### config.mk
export PLATFORM = sky130hd
export DESIGN_NAME = pc_fetch_unit
export DESIGN_NICKNAME = d
export VERILOG_FILES = /design/src/rtl/pc_fetch_unit_pkg.sv /design/src/rtl/pc_fetch_unit_npc_calc.sv /design/src/rtl/pc_fetch_unit.sv
export SDC_FILE = /design/constraint.sdc
export NUM_CORES = 1
export LEC_CHECK = 0
export ABC_AREA = 1
export CELL_PAD_IN_SITES_DETAIL_PLACEMENT = 0
export CELL_PAD_IN_SITES_GLOBAL_PLACEMENT = 1
export CORE_MARGIN = 8
export CORE_UTILIZATION = 31
export CTS_CLUSTER_SIZE = 25
export DETAILED_ROUTE_END_ITERATION = 6
export GPL_ROUTABILITY_DRIVEN = 0
export GPL_TIMING_DRIVEN = 0
export HOLD_SLACK_MARGIN = 0.02
export PLACE_DENSITY_LB_ADDON = 0.25
export SETUP_SLACK_MARGIN = 0.4
export SYNTH_ARGS = -nofsm -noshare
export SYNTH_HDL_FRONTEND = slang
export SYNTH_SLANG_ARGS = --single-unit
### constraint.sdc
create_clock -name clk -period 3.54 [get_ports clk]
set_input_delay 0.708 -clock clk [delete_from_list [all_inputs] [get_ports clk]]
set_output_delay 0.708 -clock clk [all_outputs]
set_load 0.1 [all_outputs]
### src/rtl/pc_fetch_unit_pkg.sv
// Shared fetch-stage definitions: next-PC select codes, text-segment bounds, FSM encoding.
// The controller and the instruction memory import this package too.
package pc_fetch_unit_pkg;

    localparam logic [1:0] NPC_SEQ = 2'b00;
    localparam logic [1:0] NPC_BR  = 2'b01;
    localparam logic [1:0] NPC_J   = 2'b10;
    localparam logic [1:0] NPC_JR  = 2'b11;

    localparam logic [31:0] RESET_PC = 32'h0000_3000;
    localparam logic [31:0] TEXT_END = 32'h0000_6FFC;

    typedef enum logic {
        S_RUN   = 1'b0,
        S_FAULT = 1'b1
    } fetchState_t;

    // Word aligned and inside [lo, hi], unsigned.
    function automatic logic isLegal(input logic [31:0] addr, input logic [31:0] lo,
                                     input logic [31:0] hi);
        return (addr[1:0] == 2'b00) && (addr >= lo) && (addr <= hi);
    endfunction

endpackage

### src/rtl/pc_fetch_unit_npc_calc.sv
// Combinational next-PC selection plus the legality check on the chosen target.
module npc_calc
    import pc_fetch_unit_pkg::*;
#(
    parameter logic [31:0] LO_PC = 32'h0000_3000,
    parameter logic [31:0] HI_PC = 32'h0000_6FFC
) (
    input  logic [31:0] pc,
    input  logic [1:0]  npcSel,
    input  logic        branchTaken,
    input  logic [15:0] imm16,
    input  logic [25:0] imm26,
    input  logic [31:0] regTarget,
    output logic [31:0] target,
    output logic        legal
);

    logic [31:0] seqPc;
    logic [31:0] brOff;

    assign seqPc = pc + 32'd4;
    assign brOff = {{14{imm16[15]}}, imm16, 2'b00};

    always_comb begin
        target = seqPc;
        case (npcSel)
            NPC_SEQ: target = seqPc;
            NPC_BR:  target = branchTaken ? seqPc + brOff : seqPc;
            NPC_J:   target = {pc[31:28], imm26, 2'b00};
            NPC_JR:  target = regTarget;
            default: target = seqPc;
        endcase
    end

    assign legal = isLegal(target, LO_PC, HI_PC);

endmodule

### src/rtl/pc_fetch_unit.sv
// Architectural PC register and fetch FSM; an illegal target latches a sticky fault
// that only reset clears.
module pc_fetch_unit #(
    parameter logic [31:0] RESET_PC = pc_fetch_unit_pkg::RESET_PC,
    parameter logic [31:0] TEXT_END = pc_fetch_unit_pkg::TEXT_END
) (
    input  logic        clk,
    input  logic        reset,
    input  logic        stall,
    input  logic [1:0]  npcSel,
    input  logic        branchTaken,
    input  logic [15:0] imm16,
    input  logic [25:0] imm26,
    input  logic [31:0] regTarget,
    output logic [31:0] pc,
    output logic [31:0] pc4,
    output logic [11:0] instrAddr,
    output logic        fault,
    output logic [31:0] faultPC,
    output logic [31:0] fetchCount
);
    import pc_fetch_unit_pkg::fetchState_t;
    import pc_fetch_unit_pkg::S_RUN;
    import pc_fetch_unit_pkg::S_FAULT;

    fetchState_t state;
    logic [31:0] target;
    logic        legal;

    npc_calc #(
        .LO_PC(RESET_PC),
        .HI_PC(TEXT_END)
    ) uNpc (
        .pc         (pc),
        .npcSel     (npcSel),
        .branchTaken(branchTaken),
        .imm16      (imm16),
        .imm26      (imm26),
        .regTarget  (regTarget),
        .target     (target),
        .legal      (legal)
    );

    always_ff @(posedge clk or posedge reset) begin
        if (reset) begin
            state      <= S_RUN;
            pc         <= RESET_PC;
            faultPC    <= 32'd0;
            fetchCount <= 32'd0;
        end else begin
            case (state)
                S_RUN: begin
                    // A stalled cycle never looks at the target, so it cannot fault.
                    if (!stall) begin
                        if (legal) begin
                            pc         <= target;
                            fetchCount <= fetchCount + 32'd1;
                        end else begin
                            state   <= S_FAULT;
                            faultPC <= target;
                        end
                    end
                end
                S_FAULT: state <= S_FAULT;
                default: state <= S_FAULT;
            endcase
        end
    end

    assign fault     = (state == S_FAULT);
    assign pc4       = pc + 32'd4;
    assign instrAddr = pc[13:2];

endmodule

==> run_summary.xml, run 1 <==
<?xml version="1.0" encoding="UTF-8"?>
<metrics>
  <group name="global_route">
    <metric name="overflow" unit="">0</metric>
    <metric name="first_global_vias" unit="">10260</metric>
    <metric name="grt_first_pass_wirelength" unit="um">58340</metric>
    <metric name="number_of_antenna_violations_at_the_first_check_in_global_routing" unit="">0</metric>
    <metric name="globalRouteTotalUtil" unit="%">21.74</metric>
    <metric name="pin_count_of_the_biggest_net_entering_global_routing" unit="">42</metric>
  </group>
  <group name="drt">
    <metric name="drt_first_pass_iters" unit="">7</metric>
    <metric name="detail_route.vias_per_cell" unit="">4.893</metric>
    <metric name="initialDrtViolationCount" unit="">719</metric>
    <metric name="drt_wl_total" unit="um">38230</metric>
    <metric name="routed-via-count" unit="">10530</metric>
    <metric name="drt-wirelength-per-cell" unit="um">17.76</metric>
    <metric name="route.detailed.drc" unit="">0</metric>
    <metric name="drt.antenna.violating_nets" unit="">0</metric>
  </group>
  <group name="floorplanning">
    <metric name="fp.dieH" unit="um">185.4</metric>
    <metric name="design.die.area" unit="um2">34380</metric>
    <metric name="ioPinCount" unit="">221</metric>
    <metric name="floorplan.initialDensity" unit="%">31.26</metric>
    <metric name="rows" unit="">62</metric>
    <metric name="core-area" unit="um2">28470</metric>
    <metric name="die_x" unit="um">185.4</metric>
  </group>
  <group name="logic_synthesis">
    <metric name="synth_nets" unit="">1584</metric>
    <metric name="post_synthesis_cell_count" unit="">1470</metric>
    <metric name="synth_simple_gate_area_share" unit="%">40.62</metric>
    <metric name="synth.largest_area_cell" unit="">dfrtp_1</metric>
    <metric name="yosys-mux-area-fraction" unit="%">0</metric>
    <metric name="synth_ff_type" unit="">dfrtp_1</metric>
    <metric name="largest_cells_by_area_after_synthesis" unit="">dfrtp_1, nand2_1, inv_1</metric>
    <metric name="synth_edf_count" unit="">0</metric>
    <metric name="synthAdderAreaFrac" unit="%">4.865</metric>
    <metric name="synth.avg_cell_area" unit="um2">6.053</metric>
    <metric name="post_synth_instance_area" unit="um2">8899</metric>
    <metric name="seq_area_frac_synth" unit="%">27.31</metric>
    <metric name="synth.ff_latch_count" unit="">97</metric>
    <metric name="share_of_the_synthesized_area_in_compound_gates_ao_oa_aoi_oai" unit="%">9.561</metric>
    <metric name="yosys_warnings" unit="">0</metric>
    <metric name="async_flop_share" unit="%">100.0</metric>
    <metric name="yosysTopAreaCellShare" unit="%">26.72</metric>
    <metric name="synth_cell_type_count" unit="">42</metric>
    <metric name="main_combinational_cell_family_by_area_after_synthesis" unit="">simple AND/OR/NAND/NOR gates</metric>
    <metric name="synth_xor_xnor_area_share" unit="%">3.445</metric>
  </group>
  <group name="sta">
    <metric name="unrepaired_setup_endpoints_after_global_routing" unit="">true</metric>
    <metric name="setup_slack" unit="ns">-0.6880</metric>
    <metric name="fmax" unit="MHz">236.5</metric>
    <metric name="worst_slew_pin_slew" unit="ns">1.084</metric>
    <metric name="final.hold.worst_slack" unit="ns">0.4706</metric>
    <metric name="timing.final.crit_share" unit="%">119.4</metric>
    <metric name="slew-limit-headroom" unit="%">27.52</metric>
    <metric name="final_period_minus_worst_setup_slack" unit="ns">4.228</metric>
    <metric name="setup_viol" unit="">97</metric>
    <metric name="report.final.hold_viol_count" unit="">0</metric>
    <metric name="clock_skew" unit="ns">0.01416</metric>
    <metric name="final_count_of_pins_violating_max_slew" unit="">0</metric>
  </group>
  <group name="place">
    <metric name="place.detailed.hpwl" unit="um">30180</metric>
    <metric name="portBuffers" unit="">218</metric>
    <metric name="dpl_worst_slack" unit="ns">-1.252</metric>
    <metric name="dpl.cell_count" unit="">2074</metric>
    <metric name="dpl-instance-area" unit="um2">11950</metric>
  </group>
  <group name="pwr">
    <metric name="total_leakage_power" unit="nW">6.659</metric>
    <metric name="total_power" unit="mW">2.746</metric>
    <metric name="cellPowerDensity" unit="nW/um2">196.4</metric>
    <metric name="cell_internal_pwr" unit="mW">1.963</metric>
    <metric name="sw_share" unit="%">28.53</metric>
    <metric name="power.share.clock" unit="%">40.3</metric>
    <metric name="pwr-share-comb" unit="%">19.4</metric>
    <metric name="vdd.ir_drop.worst" unit="uV">197.7</metric>
    <metric name="sequentialPowerShare" unit="%">40.3</metric>
    <metric name="switchingPower" unit="mW">0.7834</metric>
  </group>
  <group name="run_status">
    <metric name="outcome" unit="">finished, violations left</metric>
    <metric name="failed_checks" unit="">setup timing</metric>
  </group>
  <group name="worst_setup_path">
    <metric name="start_to_end_type_of_the_worst_setup_path" unit="">reg -&gt; reg</metric>
    <metric name="crit_path_top_delay_cell" unit="">dfstp_4</metric>
    <metric name="crit_fanout" unit="">10</metric>
    <metric name="timing.critical_path.slowest_cell_delay" unit="ns">0.67</metric>
    <metric name="category_of_the_worst_setup_path_launch_point" unit="">register</metric>
    <metric name="worstPathCellList" unit="">nand2_8 -&gt; nor3_4 -&gt; nand2_2 -&gt; nor2_4 -&gt; nand2_4 -&gt; xor2_4 -&gt; clkinvlp_4 -&gt; ha_4 -&gt; nand2_4 -&gt; nor3_4 -&gt; nand3_2 -&gt; nand4_1 -&gt; nand3_2 -&gt; nand2_2 -&gt; nand3b_1 -&gt; nor2_2 -&gt; nand3_4 -&gt; nor2_4 -&gt; buf_6 -&gt; nand4_4 -&gt; buf_6 -&gt; nand2_1 -&gt; o21ai_1</metric>
    <metric name="crit_required" unit="ns">3.78</metric>
    <metric name="worstPathArrival" unit="ns">4.47</metric>
    <metric name="end_kind" unit="">register</metric>
  </group>
  <group name="clock_network">
    <metric name="clock_sink_count" unit="">97</metric>
    <metric name="clkTransAtPathRegs" unit="ns">0.08</metric>
    <metric name="cts_inserted_buffers" unit="">9</metric>
    <metric name="tritoncts" unit="">built</metric>
    <metric name="cts_buffer_depth" unit="">2</metric>
    <metric name="cts_max_level" unit="">3</metric>
    <metric name="later_pin_clock_latency_in_the_skew_report" unit="ns">0.35</metric>
    <metric name="clockRootBuffer" unit="">clkbuf_16</metric>
  </group>
  <group name="finish">
    <metric name="final_cells" unit="">2152</metric>
    <metric name="fillerInstances" unit="">2922</metric>
    <metric name="flow.area_growth_from_synthesis" unit="%">57.11</metric>
    <metric name="final_net_count" unit="">1877</metric>
    <metric name="layout.cells.most_common_list" unit="">nand2_1, inv_1, clkdlybuf4s50_1</metric>
    <metric name="ant_cells" unit="">0</metric>
    <metric name="drive_above_1_share" unit="%">26.70</metric>
    <metric name="fin_area" unit="um2">13980</metric>
    <metric name="layout.cells.most_common" unit="">nand2_1</metric>
  </group>
  <group name="flow_run">
    <metric name="drv.max_cap_violation_count" unit="">0</metric>
  </group>
  <group name="worst_hold_path">
    <metric name="worst_hold_path_type" unit="">reg -&gt; reg</metric>
  </group>
</metrics>
## area by class of cell
type | count | area, um2 | area share [%]
multi-input combinational | 1064 | 6511 | 46.57
buffer | 53 | 436.7 | 3.123
clock inverter | 7 | 107.6 | 0.7696
sequential | 97 | 2467 | 17.65
inverter | 257 | 997.2 | 7.133
timing repair buffer | 281 | 2755 | 19.71
clock buffer | 9 | 225.2 | 1.611
tap | 384 | 480.5 | 3.437
## registers in the layout, indices dropped and copies added (netlist names)
register	cells
fault	1
pc	32
faultPC	32
fetchCount	32
## synth_stat cells (7+ instances only)
master / number
a22o_1: 14
a221oi_1: 7
o21ai_1: 51
clkbuf_1: 15
nor3_1: 19
inv_1: 233
buf_4: 19
xnor2_1: 15
ha_1: 33
nand3_1: 110
buf_2: 11
dfrtp_1: 95
o21ai_0: 16
nor2_1: 111
inv_2: 20
nand4_1: 49
xor2_1: 20
nand2_1: 520
a21oi_1: 47
## power groups by stage
stage                     registers (mW)  logic, mW  clock network, mW
after floorplan                     1.13      0.234                  0
final                               1.11      0.534               1.11
after CTS                           1.11      0.495               1.13
after global placement              1.13      0.428                  0
after global routing                1.11      0.579               1.17
after detailed placement            1.13      0.435                  0
## worst max-delay path, delay by kind of cell (launching register included)
family / cells / cell delay (ns)
xor+xnor: 1 / 0.19
flops: 1 / 0.67
compound gates: 1 / 0.06
buf+inv: 3 / 0.52
simple gates: 17 / 2.36
fa+ha+maj: 1 / 0.33
## routing by layer
layer  wire, um  up-vias  global-route usage [%]
met5          0        -                       0
met4        598        0                   4.161
met3       2685       36                   4.335
met2      17600      358                   35.40
met1      17350     4914                   29.49
li1           -     5222                       -
## path summary, 6_finish.rpt
path | startpoint | end | slack, ns | cells after the start
max | pc[12] | pc[4] | -0.69 | 23
min | faultPC[28] | faultPC[28] | 0.47 | 2
max reg2reg | pc[12] | pc[4] | -0.69 | 23
min reg2reg | faultPC[28] | faultPC[28] | 0.47 | 2
max in group asynchronous | reset | pc[6] | 1.96 | 4
min in group asynchronous | reset | faultPC[30] | 0.73 | 2
## logic make-up (layout without fill, tap and decap cells)
logic type	count (synthesis)	count (layout)
flops	97	97
compound gates	148	148
xor+xnor	35	35
simple gates	846	847
fa+ha+maj	34	34
buf+inv	310	607
## repair_timing
action                                  4_1_cts  5_1_grt
buffers inserted                             39       15
hold buffers                                  0        0
resized for setup                           281      171
pin swaps                                    39       48
endpoints found under the setup margin      125      113
gates cloned                                  8        0
## through the flow
| step | TNS (ns) | util, % |
|---|---|---|
| after floorplan | -75.26 | - |
| after global placement | -113.46 | 41.82 |
| after detailed placement | -116.82 | 41.96 |
| after CTS | -59.12 | 46.68 |
| after global routing | -74.68 | 49.11 |
| final | -62.71 | 49.11 |
No activity file was read; power rests on OpenSTA's default activity.
==> run 2, diff against run 1 <==
--- a/config.mk
+++ b/config.mk
@@ -8,8 +8,10 @@
 export ABC_AREA = 1
 export CELL_PAD_IN_SITES_DETAIL_PLACEMENT = 0
 export CELL_PAD_IN_SITES_GLOBAL_PLACEMENT = 1
+export CORE_ASPECT_RATIO = 0.75
 export CORE_MARGIN = 8
-export CORE_UTILIZATION = 31
+export CORE_UTILIZATION = 32
+export CTS_BUF_LIST = sky130_fd_sc_hd__clkbuf_4 sky130_fd_sc_hd__clkbuf_8
 export CTS_CLUSTER_SIZE = 25
 export DETAILED_ROUTE_END_ITERATION = 6
 export GPL_ROUTABILITY_DRIVEN = 0
==> run 2 against run 1 <==
Net effect:
- routed wire length rose by 0.43%
- clock skew grew 0.0019 ns
- the flow still finishes with violations (setup timing)
- largest power group unchanged
- critical path type unchanged
- fmax rose by 0.49%
- sequential power about the same
- hold slack improved by 0.012 ns
==> run_summary.xml, run 2 (same netlist as run 1, synthesis figures left out) <==
<?xml version="1.0" encoding="UTF-8"?>
<metrics>
  <group name="finish">
    <metric name="fillerInstances" unit="">2803</metric>
    <metric name="layout.cells.most_common_list" unit="">nand2_1, inv_1, clkdlybuf4s50_1</metric>
    <metric name="reg_top3" unit="">faultPC x32, fetchCount x32, pc x32</metric>
    <metric name="layout.cells.most_common" unit="">nand2_1</metric>
    <metric name="final_net_count" unit="">1877</metric>
    <metric name="drive_above_1_share" unit="%">22.85</metric>
    <metric name="final_core_util" unit="%">48.95</metric>
    <metric name="ant_cells" unit="">0</metric>
    <metric name="flow.area_growth_from_synthesis" unit="%">52.11</metric>
  </group>
  <group name="flow_run">
    <metric name="drv.max_cap_violation_count" unit="">0</metric>
  </group>
  <group name="sta">
    <metric name="setup_viol" unit="">97</metric>
    <metric name="timing.setup.tns" unit="ns">-59.88</metric>
    <metric name="clock_skew" unit="ns">0.01602</metric>
    <metric name="fmax" unit="MHz">237.7</metric>
    <metric name="slew-limit-headroom" unit="%">26.54</metric>
    <metric name="worst_slew_pin_slew" unit="ns">1.098</metric>
    <metric name="timing.final.crit_share" unit="%">118.9</metric>
    <metric name="final_period_minus_worst_setup_slack" unit="ns">4.207</metric>
    <metric name="report.final.hold_viol_count" unit="">0</metric>
    <metric name="final_count_of_pins_violating_max_slew" unit="">0</metric>
    <metric name="unrepaired_setup_endpoints_after_global_routing" unit="">true</metric>
    <metric name="setup_slack" unit="ns">-0.6674</metric>
  </group>
  <group name="floorplanning">
    <metric name="fp.dieH" unit="um">160.4</metric>
    <metric name="core-area" unit="um2">27650</metric>
    <metric name="floorplan.initialDensity" unit="%">32.18</metric>
    <metric name="design.die.area" unit="um2">33460</metric>
    <metric name="rows" unit="">53</metric>
    <metric name="die_x" unit="um">208.6</metric>
    <metric name="ioPinCount" unit="">221</metric>
  </group>
  <group name="worst_setup_path">
    <metric name="crit_required" unit="ns">3.81</metric>
    <metric name="cp-endpoint" unit="">faultPC[23]</metric>
    <metric name="r2r-start" unit="">pc[13]</metric>
    <metric name="end_kind" unit="">register</metric>
    <metric name="crit_top_cell" unit="">buf_4</metric>
    <metric name="timing.critical_path.slowest_cell_delay" unit="ns">0.67</metric>
    <metric name="start_to_end_type_of_the_worst_setup_path" unit="">reg -&gt; reg</metric>
    <metric name="worstPathArrival" unit="ns">4.47</metric>
    <metric name="category_of_the_worst_setup_path_launch_point" unit="">register</metric>
    <metric name="reg_to_reg_end" unit="">faultPC[23]</metric>
    <metric name="crit_path_top_delay_cell" unit="">dfstp_4</metric>
    <metric name="ff2ff_setup_slack" unit="ns">-0.67</metric>
    <metric name="worstSetupStartpoint" unit="">pc[13]</metric>
    <metric name="crit_fanout" unit="">4</metric>
    <metric name="worst-r2r-cell-count" unit="">26</metric>
  </group>
  <group name="drt">
    <metric name="drt-wirelength-per-cell" unit="um">18.07</metric>
    <metric name="initialDrtViolationCount" unit="">805</metric>
    <metric name="detail_route.vias_per_cell" unit="">4.880</metric>
    <metric name="drt_wl_total" unit="um">38390</metric>
    <metric name="routed-via-count" unit="">10370</metric>
    <metric name="drt.antenna.violating_nets" unit="">0</metric>
    <metric name="drt_first_pass_iters" unit="">5</metric>
    <metric name="route.detailed.drc" unit="">0</metric>
  </group>
  <group name="pwr">
    <metric name="vdd.ir_drop.worst" unit="uV">154.5</metric>
    <metric name="cellPowerDensity" unit="nW/um2">173.4</metric>
    <metric name="total_leakage_power" unit="nW">6.509</metric>
  </group>
  <group name="worst_hold_path">
    <metric name="worst_hold_path_type" unit="">reg -&gt; reg</metric>
  </group>
  <group name="global_route">
    <metric name="globalRouteTotalUtil" unit="%">22.02</metric>
    <metric name="number_of_antenna_violations_at_the_first_check_in_global_routing" unit="">0</metric>
    <metric name="pin_count_of_the_biggest_net_entering_global_routing" unit="">42</metric>
    <metric name="overflow" unit="">0</metric>
    <metric name="grt_first_pass_wirelength" unit="um">58220</metric>
    <metric name="first_global_vias" unit="">9902</metric>
  </group>
  <group name="place">
    <metric name="portBuffers" unit="">218</metric>
    <metric name="place.detailed.hpwl" unit="um">30620</metric>
  </group>
  <group name="clock_network">
    <metric name="later_pin_clock_latency_in_the_skew_report" unit="ns">0.38</metric>
    <metric name="clock_sink_count" unit="">97</metric>
    <metric name="cts_max_level" unit="">3</metric>
    <metric name="cts_inserted_buffers" unit="">9</metric>
    <metric name="clockRootBuffer" unit="">clkbuf_8</metric>
    <metric name="cts_buffer_depth" unit="">2</metric>
    <metric name="clkTransAtPathRegs" unit="ns">0.10</metric>
    <metric name="cts_hold_buffers" unit="">0</metric>
    <metric name="tritoncts" unit="">built</metric>
  </group>
  <group name="run_status">
    <metric name="outcome" unit="">finished, violations left</metric>
    <metric name="failed_checks" unit="">setup timing</metric>
  </group>
</metrics>
[run 2: cell count changes in the layout (fill, tap and decap cells not counted), sizes merged]
cell | previous run | this run
buf | 119 | 116
clkinvlp | 9 | 10
bufinv | 2 | 0
clkbuf | 28 | 36
dlygate4sd2 | 2 | 3
dlymetal6s2s | 0 | 1
inv | 249 | 246
clkdlybuf4s50 | 188 | 185
[run 2: final cells by class]
class	instances	area, um2	area share [%]
Multi-Input combinational cell	1064	6212	45.90
Tap cell	357	446.7	3.300
Buffer	53	441.7	3.263
Clock inverter	3	23.77	0.1756
Sequential cell	97	2467	18.23
Timing Repair Buffer	281	2774	20.49
Clock buffer	13	172.7	1.276
Inverter	257	997.2	7.367
[run 2: repair_timing]
item | 4_1_cts | 5_1_grt
gates resized for setup | 279 | 104
setup buffers | 34 | 20
endpoints found under the setup margin | 125 | 114
gates cloned | 6 | 2
hold endpoints to repair | 0 | 0
pin swaps | 51 | 36
[run 2: per-stage QoR]
stage	power [mW]	area, um2	setup WS [ns]	hold WS, ns	std cells
after detailed placement	1.560	11910	-1.250	0.4593	2047
after floorplan	1.363	9243	-0.8297	0.7238	1470
after CTS	2.339	13020	-0.6874	0.4839	2103
after global routing	2.462	13540	-0.9302	0.5129	2125
final	2.347	13540	-0.6674	0.4822	2125
after global placement	1.553	11870	-1.254	0.4568	2045
[run 2: how the worst min path moves through the flow]
stage	depth (start not counted)	endpoint	slack, ns	startpoint
after detailed placement	2	faultPC[16]	0.46	faultPC[16]
after global placement	2	faultPC[11]	0.46	faultPC[11]
after floorplan	2	pc[13]	0.72	pc[13]
after CTS	2	faultPC[16]	0.48	faultPC[16]
final	2	faultPC[24]	0.48	faultPC[24]
after global routing	2	faultPC[30]	0.51	faultPC[30]
[run 2: where the power goes]
| group | switching (mW) | internal (mW) | total, mW |
|---|---|---|---|
| Sequential | 0.00000334 | 1.11 | 1.11 |
| Combinational | 0.297 | 0.210 | 0.507 |
| Clock | 0.409 | 0.323 | 0.733 |
[run 2: worst max-delay path, delay by kind of cell, from the launching register on]
| kind | cells | cell delay (ns) |
|---|---|---|
| simple gates | 14 | 1.50 |
| buf+inv | 10 | 1.31 |
| flops | 1 | 0.67 |
| fa+ha+maj | 1 | 0.35 |
| xor+xnor | 1 | 0.28 |
[run 2: metal layers]
| metal | GRT usage (%) | wire, um | vias to the layer above |
|---|---|---|---|
| li1 | - | - | 5227 |
| met1 | 32.61 | 18920 | 4798 |
| met2 | 32.71 | 16050 | 334 |
| met3 | 5.550 | 3249 | 12 |
| met4 | 2.142 | 177 | 0 |
| met5 | 0 | 0 | - |
==> RTL edit, RTL diff (settings of run 2) <==
Reset style: synchronous (`reset`), changed in one clocked block.
--- a/src/rtl/pc_fetch_unit.sv
+++ b/src/rtl/pc_fetch_unit.sv
@@ -41,7 +41,7 @@
         .legal      (legal)
     );
 
-    always_ff @(posedge clk or posedge reset) begin
+    always_ff @(posedge clk) begin
         if (reset) begin
             state      <= S_RUN;
             pc         <= RESET_PC;
Check against the original RTL: differs if reset is asserted again (counterexample within 4 cycles, from zero or initial values and one cycle with reset high); with reset held inactive, the same outputs for 4 cycles.
==> RTL edit against run 2 <==
The run still ends with setup timing left; worst setup slack improved by 0.016 ns; sequential cell count unchanged; routed wire length up 9.8%; synthesized cell count increased by 17%; cell area increased by 3.5%; area after synthesis up 3.2%; critical endpoint is now pc[16].
Power is not compared: it rests on default switching activity, and its combinational part moved more than twofold at a synthesized area within 25%.
==> RTL edit: results (changes against run 2) <==
status - finished with violations (unchanged)
violated checks - setup timing (unchanged)
clk_lat worst skew - 0.38 ns (about the same)
top post-synthesis cells by area - nand2_1 (23%), dfxtp_1 (21%), inv_1 (14%), nor2_1 (11%), nand3_1 (7.6%) (was dfrtp_1 (27%), nand2_1 (22%), inv_1 (9.8%), nand3_1 (6.2%), nor2_1 (4.7%))
Synth warnings - 0 (unchanged)
post-synthesis net count - 1,841 (was 1,584)
post-synthesis cell count - 1,727 (was 1,470)
crit end category - flip-flop (unchanged)
crit path max fanout - 10 (was 4)
Vias - 11,800 (was 10,400)
global-route wire length before repair - 62,000 um (was 58,200 um)
final net count - 2,147 (was 1,877)
clock root cell - clkbuf_8 (unchanged)
CP startpoint - pc[11] (was pc[13])
Slowest cell on crit path - dfxtp_4 (was dfstp_4)
Post-synth ARST share - 0 (was 1.00)
Worst-path clk slew - 0.09 ns
final setup violating endpoints - 97 (unchanged)
Crit path max-delay family - simple AND/OR/NAND/NOR gates (unchanged)
Worst IR Drop VDD - 173 uV
Ant. Diodes - 0 (unchanged)
number of global-route vias before repair - 10,700 (was 9,902)
EDFF count, synth - 0 (unchanged)
initial antenna violation count - 1 (was 0)
worst endpoint data arrival time - 4.48 ns (was 4.47 ns)
Worst Skew - 0.0129 ns (was 0.0160 ns)
WL/cell - 17.4 um (was 18.1 um)
pin count of the biggest net entering global routing - 18 (was 42)
Vias/cell - 4.86 (was 4.88)
Total Routing Usage GR - 0.232 (was 0.220)
final setup TNS - -56.16 ns (was -59.88 ns)
Synth cell types - 39 (was 42)
ys flop type - dfxtp_1 (was dfrtp_1)
share of cells above drive strength 1 - 0.206 (was 0.229)
Cells after DPL - 2,330 (was 2,047)
sequential share of the synthesized area - 0.211 (was 0.273)
initial drt markers - 1,066 (was 805)
Max-slew headroom - 0.292 (was 0.265)
Num CTS Buffers - 9 (unchanged)
Hold Path Class - reg -> reg (unchanged)
final worst setup slack - -0.651 ns (was -0.667 ns)
DP HPWL - 33,100 um (was 30,600 um)
max incr delay on CP - 0.41 ns (was 0.67 ns)
# fillers - 3,005 (was 2,803)
RR Endpoint - pc[16] (was faultPC[23])
Synth top cells by count - nand2_1 (567), inv_1 (340), nor2_1 (265), nand3_1 (139), dfxtp_1 (97) (was nand2_1 (520), inv_1 (233), nor2_1 (111), nand3_1 (110), dfrtp_1 (95))
==> RTL edit: cell families after synthesis <==
kind of cell | after synthesis | synth area share
AND/OR/NAND/NOR | 1076 | 0.490
buffers and inverters | 412 | 0.181
AO/OA/AOI/OAI | 103 | 0.0658
flip-flops | 97 | 0.211
adder cells (fa/ha/maj) | 34 | 0.0471
XOR/XNOR | 5 | 0.00477
==> RTL edit: power by group through the flow <==
stage | clock network (mW) | registers [mW] | logic, mW
3_3_place_gp | 0 | 1.15 | 0.873
6_report | 0.756 | 1.13 | 1.02
3_5_place_dp | 0 | 1.15 | 0.875
2_1_floorplan | 0 | 1.37 | 0.356
4_1_cts | 0.767 | 1.13 | 0.964
5_1_grt | 0.816 | 1.13 | 1.09
==> RTL edit: worst min-delay path by stage <==
stage | startpoint | to | cells after the start | slack, ns
2_1_floorplan | pc[15] | pc[15] | 2 | 0.62
3_5_place_dp | pc[20] | pc[20] | 2 | 0.48
3_3_place_gp | pc[20] | pc[20] | 2 | 0.47
6_report | pc[20] | pc[20] | 2 | 0.49
5_1_grt | pc[27] | pc[27] | 2 | 0.52
4_1_cts | pc[20] | pc[20] | 2 | 0.49
==> RTL edit: metrics by stage <==
step	util	area [um2]	setup slack (ns)	power [mW]	hold WS (ns)
detailed placement	0.433	12200	-1.39	2.03	0.475
global placement	0.433	12200	-1.41	2.03	0.468
floorplan	-	9510	-0.701	1.72	0.621
global route	0.498	14000	-0.849	3.04	0.515
CTS	0.479	13500	-0.439	2.86	0.490
finish	0.498	14000	-0.651	2.90	0.488
==> RTL edit: repair_timing <==
item	in CTS	in global routing
setup endpoints to repair	124	114
setup buffers	56	14
resized for setup	225	146
pin swaps	34	62
cloned	3	4
==> RTL edit: layout make-up <==
class,count,area share
Buffer,65,0.0338
Inverter,347,0.0950
Tap cell,385,0.0344
Clock inverter,4,0.00313
Sequential cell,97,0.144
Multi-Input combinational cell,1218,0.474
Clock buffer,12,0.0104
Timing Repair Buffer,295,0.205
==> RTL edit: metal layers <==
| metal | GRT usage | up-vias | wire (um) | share of wire |
|---|---|---|---|---|
| li1 | - | 5890 | - | - |
| met2 | 0.332 | 443 | 16900 | 0.40 |
| met4 | 0.0299 | 2 | 414 | 0.0098 |
| met1 | 0.347 | 5414 | 20800 | 0.49 |
| met5 | 0 | - | 13 | 0.00031 |
| met3 | 0.0594 | 31 | 4020 | 0.095 |
